[config.mk]
export PLATFORM = sky130hd
export DESIGN_NAME = fmul
export DESIGN_NICKNAME = d
export VERILOG_FILES = /design/src/rtl/fmul.sv
export SDC_FILE = /design/constraint.sdc
export NUM_CORES = 1
export LEC_CHECK = 0
export ABC_AREA = 1
export BUFFER_PORTS_ARGS = -buffer_cell sky130_fd_sc_hd__buf_2
export CAP_MARGIN = 15
export CORE_MARGIN = 2
export CORE_UTILIZATION = 25
export CTS_BUF_LIST = sky130_fd_sc_hd__clkbuf_8 sky130_fd_sc_hd__clkbuf_16
export DETAILED_ROUTE_END_ITERATION = 8
export HOLD_SLACK_MARGIN = 0.15
export PLACE_DENSITY = 0.53
export SYNTH_ARGS = -nofsm -noshare
export SYNTH_HDL_FRONTEND = slang
export SYNTH_SLANG_ARGS = --single-unit
[constraint.sdc]
create_clock -name i_clk -period 4.81 [get_ports i_clk]
set_input_delay 0.962 -clock i_clk [delete_from_list [all_inputs] [get_ports i_clk]]
set_output_delay 0.962 -clock i_clk [all_outputs]
set_load 0.01 [all_outputs]
[src/rtl/fmul.sv]
// fmul: iterative AVR FMUL (1.7 x 1.7 -> 1.15) over 8 cycles with start/busy/done handshake.
// Define FMUL_SIGNED_EN to add i_mode and the FMULS / FMULSU variants.
module fmul (
  input  logic       i_clk,
  input  logic       i_rst_n,
  input  logic       i_start,
  input  logic [7:0] i_rd,
  input  logic [7:0] i_rr,
`ifdef FMUL_SIGNED_EN
  input  logic [1:0] i_mode,
`endif
  output logic [7:0] o_r1,
  output logic [7:0] o_r0,
  output logic       o_c,
  output logic       o_z,
  output logic       o_busy,
  output logic       o_done
);

  typedef enum logic [1:0] {
    IDLE = 2'd0,
    RUN  = 2'd1,
    DONE = 2'd2
  } state_t;

  state_t      state_reg, state_next;
  logic [2:0]  cnt_reg;
  logic [15:0] md_reg;
  logic [7:0]  mr_reg;
  logic [15:0] acc_reg;
  logic        rr_signed_reg;
  logic [7:0]  r1_reg, r0_reg;
  logic        c_reg, z_reg;

  logic        accept;
  logic        rd_signed, rr_signed;
  logic        last_iter;
  logic [15:0] term;
  logic [15:0] sum;

  assign accept = i_start && (state_reg != RUN);

`ifdef FMUL_SIGNED_EN
  always_comb begin
    rd_signed = 1'b0;
    rr_signed = 1'b0;
    case (i_mode)
      2'b01: begin
        rd_signed = 1'b1;
        rr_signed = 1'b1;
      end
      2'b10: rd_signed = 1'b1;
      default: begin
        rd_signed = 1'b0;
        rr_signed = 1'b0;
      end
    endcase
  end
`else
  assign rd_signed = 1'b0;
  assign rr_signed = 1'b0;
`endif

  // Multiplier bit 7 carries weight -128 when Rr is signed, so the last partial product is subtracted.
  assign last_iter = (cnt_reg == 3'd7);
  assign term      = mr_reg[0] ? md_reg : 16'h0000;
  assign sum       = (last_iter && rr_signed_reg) ? (acc_reg - term) : (acc_reg + term);

  always_comb begin
    state_next = state_reg;
    case (state_reg)
      IDLE:    if (i_start) state_next = RUN;
      RUN:     if (last_iter) state_next = DONE;
      DONE:    state_next = i_start ? RUN : IDLE;
      default: state_next = IDLE;
    endcase
  end

  always_ff @(posedge i_clk or negedge i_rst_n) begin
    if (!i_rst_n) begin
      state_reg     <= IDLE;
      cnt_reg       <= 3'd0;
      md_reg        <= 16'h0000;
      mr_reg        <= 8'h00;
      acc_reg       <= 16'h0000;
      rr_signed_reg <= 1'b0;
      r1_reg        <= 8'h00;
      r0_reg        <= 8'h00;
      c_reg         <= 1'b0;
      z_reg         <= 1'b0;
    end else begin
      state_reg <= state_next;
      if (accept) begin
        md_reg        <= rd_signed ? {{8{i_rd[7]}}, i_rd} : {8'h00, i_rd};
        mr_reg        <= i_rr;
        acc_reg       <= 16'h0000;
        cnt_reg       <= 3'd0;
        rr_signed_reg <= rr_signed;
      end else if (state_reg == RUN) begin
        acc_reg <= sum;
        md_reg  <= {md_reg[14:0], 1'b0};
        mr_reg  <= {1'b0, mr_reg[7:1]};
        cnt_reg <= cnt_reg + 3'd1;
        if (last_iter) begin
          // Result is the product shifted left by one; the bit shifted out becomes C.
          r1_reg <= sum[14:7];
          r0_reg <= {sum[6:0], 1'b0};
          c_reg  <= sum[15];
          z_reg  <= (sum[14:0] == 15'h0000);
        end
      end
    end
  end

  assign o_r1   = r1_reg;
  assign o_r0   = r0_reg;
  assign o_c    = c_reg;
  assign o_z    = z_reg;
  assign o_busy = (state_reg == RUN);
  assign o_done = (state_reg == DONE);

endmodule

==> results of run 1 <==
[stage by stage]
step	total power, mW	area [um2]	std cells	utilization (%)
after global placement	1.81	3870	674	28.0
after floorplan	1.53	3520	470	-
after detailed placement	1.83	3870	674	28.0
final	2.38	4130	688	29.9
after CTS	2.41	4130	688	29.9
after global routing	2.59	4130	688	29.9
[worst paths after layout]
path | from | end | slack (ns) | cells past startpoint
worst max-delay path | state_reg[0]$_DFFE_PN0P_ | o_busy | 1.91 | 3
worst min-delay path | o_r0[3]$_DFFE_PN0P_ | o_r0[3]$_DFFE_PN0P_ | 0.48 | 2
worst max register to register | mr_reg[0]$_DFFE_PN0P_ | o_z$_DFFE_PN0P_ | 2.09 | 15
worst min register to register | o_r0[3]$_DFFE_PN0P_ | o_r0[3]$_DFFE_PN0P_ | 0.48 | 2
max in group asynchronous | i_rst_n | acc_reg[1]$_DFFE_PN0P_ | 3.27 | 2
min in group asynchronous | i_rst_n | o_r1[3]$_DFFE_PN0P_ | 0.61 | 1
[worst reg2reg max path, delay by kind of cell, from the launching register on]
family | cells | cell delay [ns]
fa+ha+maj | 2 | 0.59
simple gates | 9 | 0.90
xor+xnor | 1 | 0.21
flops | 1 | 0.65
buf+inv | 3 | 0.30
[cell type report]
type / instances / area, um2 / area share (%)
Clock buffer: 10 / 239 / 5.79
Clock inverter: 4 / 17.5 / 0.424
Inverter: 81 / 304 / 7.36
Multi-Input combinational cell: 313 / 1600 / 38.7
Sequential cell: 62 / 1550 / 37.6
Tap cell: 180 / 225 / 5.45
Timing Repair Buffer: 38 / 193 / 4.67
[metal layers]
metal  GRT usage, %  part of all wire [%]
met1           16.4                    50
met2           19.5                    45
met3           3.02                   3.0
met4           4.53                   2.1
met5              0                     0
[cell families (layout without fill, tap and decap cells)]
logic type / count (synthesis) / in the layout / synth area share (%)
simple gates: 228 / 228 / 27.0
other cells: 1 / 1 / 0.107
buf+inv: 95 / 133 / 10.5
flops: 62 / 62 / 44.1
xor+xnor: 3 / 3 / 0.960
fa+ha+maj: 18 / 18 / 6.61
compound gates: 63 / 63 / 10.8
[where the power goes]
part / total, mW / internal [mW] / switching [mW]
Clock: 0.568 / 0.350 / 0.217
Combinational: 0.943 / 0.332 / 0.612
Sequential: 0.867 / 0.738 / 0.129
Total: 2.38 / 1.42 / 0.958
[placed cells by master (no fill, tap or decap), drive strengths merged, types with 2 or more instances in the layout]
master,count
inv,83
clkbuf,10
a22o,3
nand4,5
nand2,165
dfrtp,62
o22ai,9
clkinv,2
o211ai,7
ha,17
nor3,2
nand3,27
buf,38
xor2,3
nand3b,2
o21ai,30
a21oi,7
nor2,26
o221ai,5
==> results.json, run 1 <==
{
  "antenna_found_initial": 0,
  "max_freq_ghz": 0.344,
  "hold_violations": 0,
  "min_path_type": "flip-flop to flip-flop",
  "synth_area_per_cell_um2": 7.49,
  "initial_core_util_pct": 25.5,
  "clkLatencyLatePin_ns": 0.33,
  "post_cts_resized": 0,
  "rsz0062_at_grt": "false",
  "h-tree-depth": 3,
  "synth_cell_types": 30,
  "pre_cts_slack_ns": 2.13,
  "synth_edf_count": 0,
  "critPathMaxStageDelay_ns": 0.52,
  "cpLargestDelayFamily": "buffers and inverters",
  "cts_setup_buffers": 0,
  "maxCapViolCount": 0,
  "cts.sinks": 62,
  "critical_path_buf_inv_count": 2,
  "synth.largest_area_cell": "dfrtp_1",
  "ys.flop_type": "dfrtp_1",
  "clock_path_buffers": 2,
  "synthCells": 470,
  "worst_slew_pin_slew_ns": 0.939,
  "cts_tree": "built",
  "place_congestion": 0.848,
  "cts_buffers": 9,
  "port_buffers": 37,
  "crit_slowest_cell": "nand2_2",
  "path_cells": "nand2_2 -> inv_1 -> buf_2",
  "status": "complete, no violations",
  "drt-wirelength-per-cell_um": 12.3,
  "tns_ns": 0,
  "place_hpwl_um": 6320,
  "dieArea_um2": 15000,
  "drt-total-wl_um": 8450,
  "die_x_um": 123,
  "grt_remaining_overflow": 0,
  "grt_pass1_vias": 3044,
  "finalMaxSlewViolations": 0,
  "min_period_ns": 2.90,
  "cts_root_buf": "clkbuf_16",
  "setup_slack_ns": 1.91,
  "setup-violations-final": 0,
  "synth_top_area_share_pct": 44.1,
  "floorplan.rows": 43,
  "async_reset_ff_share_pct": 100,
  "slew_headroom_pct": 37.2,
  "critPathKind": "flip-flop to output pin",
  "whs_ns": 0.481,
  "nNetsFinal": 542,
  "firstDrtPassIters": 4,
  "crit_arrival_ns": 1.94,
  "ys_top_cells_by_count": "159 x nand2_1, 78 x inv_1, 62 x dfrtp_1",
  "setup.worst_path.start_class": "flip-flop",
  "required_ns": 3.85,
  "routed_via_density": 4.36,
  "synth-seq-cells": 62,
  "syn-cell-area_um2": 3520,
  "synthTopCellsByArea": "dfrtp_1 44%, nand2_1 17%, inv_1 8.3%",
  "ys.warnings.count": 0,
  "antenna_left": 0,
  "grt_max_degree": 41,
  "power.density_nw_per_um2": 576,
  "synth_fp_nets": 507,
  "core-area_um2": 13800,
  "grtUsageTotal_pct": 12.4,
  "clk_pin_slew_ns": 0.05,
  "drive_gt1_share_pct": 12.4,
  "vias": 2997,
  "cp_max_fo": 35,
  "boundaryPins": 39,
  "synthToLayoutAreaGrowth_pct": 17.3,
  "fin_skew_ns": 0.00804,
  "period_share_pct": 60.4,
  "peakVddDrop_mv": 0.206,
  "die_y_um": 123,
  "p_leak_nw": 2.22,
  "ys_seq_area_share_pct": 44.1,
  "fillers": 1495,
  "drc": 0,
  "cp-end-kind": "output pin",
  "insertedDiodeCount": 0,
  "synth.most_common_cell": "nand2_1",
  "hold_buffers": 0,
  "grt_pass1_wl_um": 14500,
  "drt-initial-drc-count": 93
}
Power figures use the tool's default switching activity.
==> run 2, diff against run 1 <==
- clock period: 4.81 -> 2.76 ns (I/O delays scaled with it)
==> run 2 against run 1 <==
- routed wire length increased by 1.1%
- clock skew decreased by 0.0025 ns
- worst setup slack got worse by 1.5 ns
- count of clock-buffer cells in the layout stayed put
- register-to-register slack worse by 1.6 ns
- clock power is 100% higher
- largest cell class unchanged
==> results.json, run 2 (synthesis gave the netlist of run 1 again) <==
{
  "period_share_pct": 83.8,
  "die_x_um": 123,
  "worst_slew_pin_slew_ns": 0.927,
  "floorplan.rows": 43,
  "drc": 0,
  "path_cells": "nand2_1 -> inv_1 -> ha_1 -> inv_1 -> fa_1 -> inv_1 -> nand3_1 -> nand2_2 -> nand2_2 -> nand2_2 -> xor2_2 -> nand3_1 -> nor2_1 -> nand3_1 -> nand2_1",
  "cts_buffers": 9,
  "setup.worst_path.start_class": "flip-flop",
  "setup-violations-final": 0,
  "crit_arrival_ns": 2.59,
  "insertedDiodeCount": 0,
  "cts_setup_buffers": 0,
  "tns_ns": 0,
  "postLayoutCellArea_um2": 4220,
  "vias": 3017,
  "layout_common_cells": "159 x nand2_1, 78 x inv_1, 62 x dfrtp_1, 37 x buf_2, 28 x o21ai_0",
  "finalMaxSlewViolations": 0,
  "drive_gt1_share_pct": 13.8,
  "switchingPower_mw": 1.72,
  "power.density_nw_per_um2": 1030,
  "drt-wirelength-per-cell_um": 12.3,
  "peakVddDrop_mv": 0.340,
  "pwr-share-seq_pct": 34.5,
  "rsz0062_at_grt": "false",
  "pwr-share-clk_pct": 26.6,
  "status": "complete, no violations",
  "cp_max_fo": 4,
  "port_buffers": 37,
  "p_sw_share_pct": 39.7,
  "place_congestion": 0.828,
  "grtUsageTotal_pct": 12.5,
  "die_y_um": 123,
  "initial_core_util_pct": 25.5,
  "fin_skew_ns": 0.00550,
  "pre_cts_slack_ns": 0.460,
  "crit_slowest_cell": "fa_1",
  "clk_pin_slew_ns": 0.06,
  "maxCapViolCount": 0,
  "drt-total-wl_um": 8550,
  "place_hpwl_um": 6560,
  "boundaryPins": 39,
  "routed_via_density": 4.35,
  "firstDrtPassIters": 4,
  "nNetsFinal": 546,
  "required_ns": 3.03,
  "antenna_left": 0,
  "grt_max_degree": 39,
  "cts.sinks": 62,
  "max_freq_ghz": 0.433,
  "hold_violations": 0,
  "fin_util_pct": 30.5,
  "h-tree-depth": 3,
  "critPathKind": "flip-flop to flip-flop",
  "cts_tree": "built",
  "antenna_found_initial": 0,
  "pwr-share-comb_pct": 38.9,
  "cp-end-kind": "flip-flop",
  "slew_headroom_pct": 38.0,
  "min_period_ns": 2.31,
  "dpl-instance-area_um2": 3920,
  "grt_remaining_overflow": 0,
  "drt-initial-drc-count": 125,
  "clock_path_buffers": 2,
  "core-area_um2": 13800,
  "synthToLayoutAreaGrowth_pct": 19.9,
  "hold_buffers": 0,
  "setup_slack_ns": 0.448,
  "cts_root_buf": "clkbuf_16",
  "p_leak_nw": 2.26,
  "clkLatencyLatePin_ns": 0.34,
  "dieArea_um2": 15000,
  "grt_pass1_wl_um": 14600,
  "min_path_type": "primary input to async pin",
  "post_cts_resized": 0,
  "critPathMaxStageDelay_ns": 0.39,
  "cellInternalPower_mw": 2.62,
  "layout_commonest_cell": "nand2_1",
  "grt_pass1_vias": 3071
}
## run 2: layer usage
layer,GRT usage [%],up-vias,share of wire [%]
met5,0,-,0
met4,5.10,0,1.7
met3,2.70,10,3.3
met2,20.2,44,46
met1,16.2,1400,49
li1,-,1563,-
## run 2: worst max-delay path: cells and delay by family (launching register included)
kind / cells / cell delay, ns
buffers and inverters: 3 / 0.27
flip-flops: 1 / 0.36
adder cells (fa/ha/maj): 2 / 0.56
XOR/XNOR: 1 / 0.22
AND/OR/NAND/NOR: 9 / 0.84
## run 2: final timing paths
path / from / end / slack, ns / cells past startpoint
setup / recovery: mr_reg[0]$_DFFE_PN0P_ / o_z$_DFFE_PN0P_ / 0.45 / 15
hold / removal: i_rst_n / o_r1[3]$_DFFE_PN0P_ / 0.23 / 1
setup reg to reg: mr_reg[0]$_DFFE_PN0P_ / o_z$_DFFE_PN0P_ / 0.45 / 15
hold reg to reg: o_r0[3]$_DFFE_PN0P_ / o_r0[3]$_DFFE_PN0P_ / 0.47 / 2
max in group asynchronous: i_rst_n / cnt_reg[2]$_DFFE_PN0P_ / 1.92 / 2
min in group i_clk: i_rr[2] / mr_reg[2]$_DFFE_PN0P_ / 0.42 / 3
## run 2: cell type report
class	instances	area, um2
Multi-Input combinational cell	313	1600
Sequential cell	62	1550
Clock inverter	6	68.8
Timing Repair Buffer	42	235
Clock buffer	10	239
Fill cell	1487	9600
Inverter	81	304
Tap cell	180	225
## run 2: per-stage QoR
step / hold WS (ns) / power, mW / instances
4_1_cts: 0.254 / 4.40 / 694
2_1_floorplan: 0.256 / 2.67 / 470
3_3_place_gp: 0.463 / 3.19 / 678
6_report: 0.229 / 4.34 / 694
3_5_place_dp: 0.468 / 3.22 / 678
5_1_grt: 0.289 / 4.71 / 694
## run 2: power groups by stage
stage	sequential, mW	clock (mW)	combinational, mW
after floorplan	1.51	0	1.16
after global routing	1.55	1.22	1.95
after global placement	1.51	0	1.68
after CTS	1.50	1.19	1.71
after detailed placement	1.52	0	1.71
final	1.50	1.16	1.69
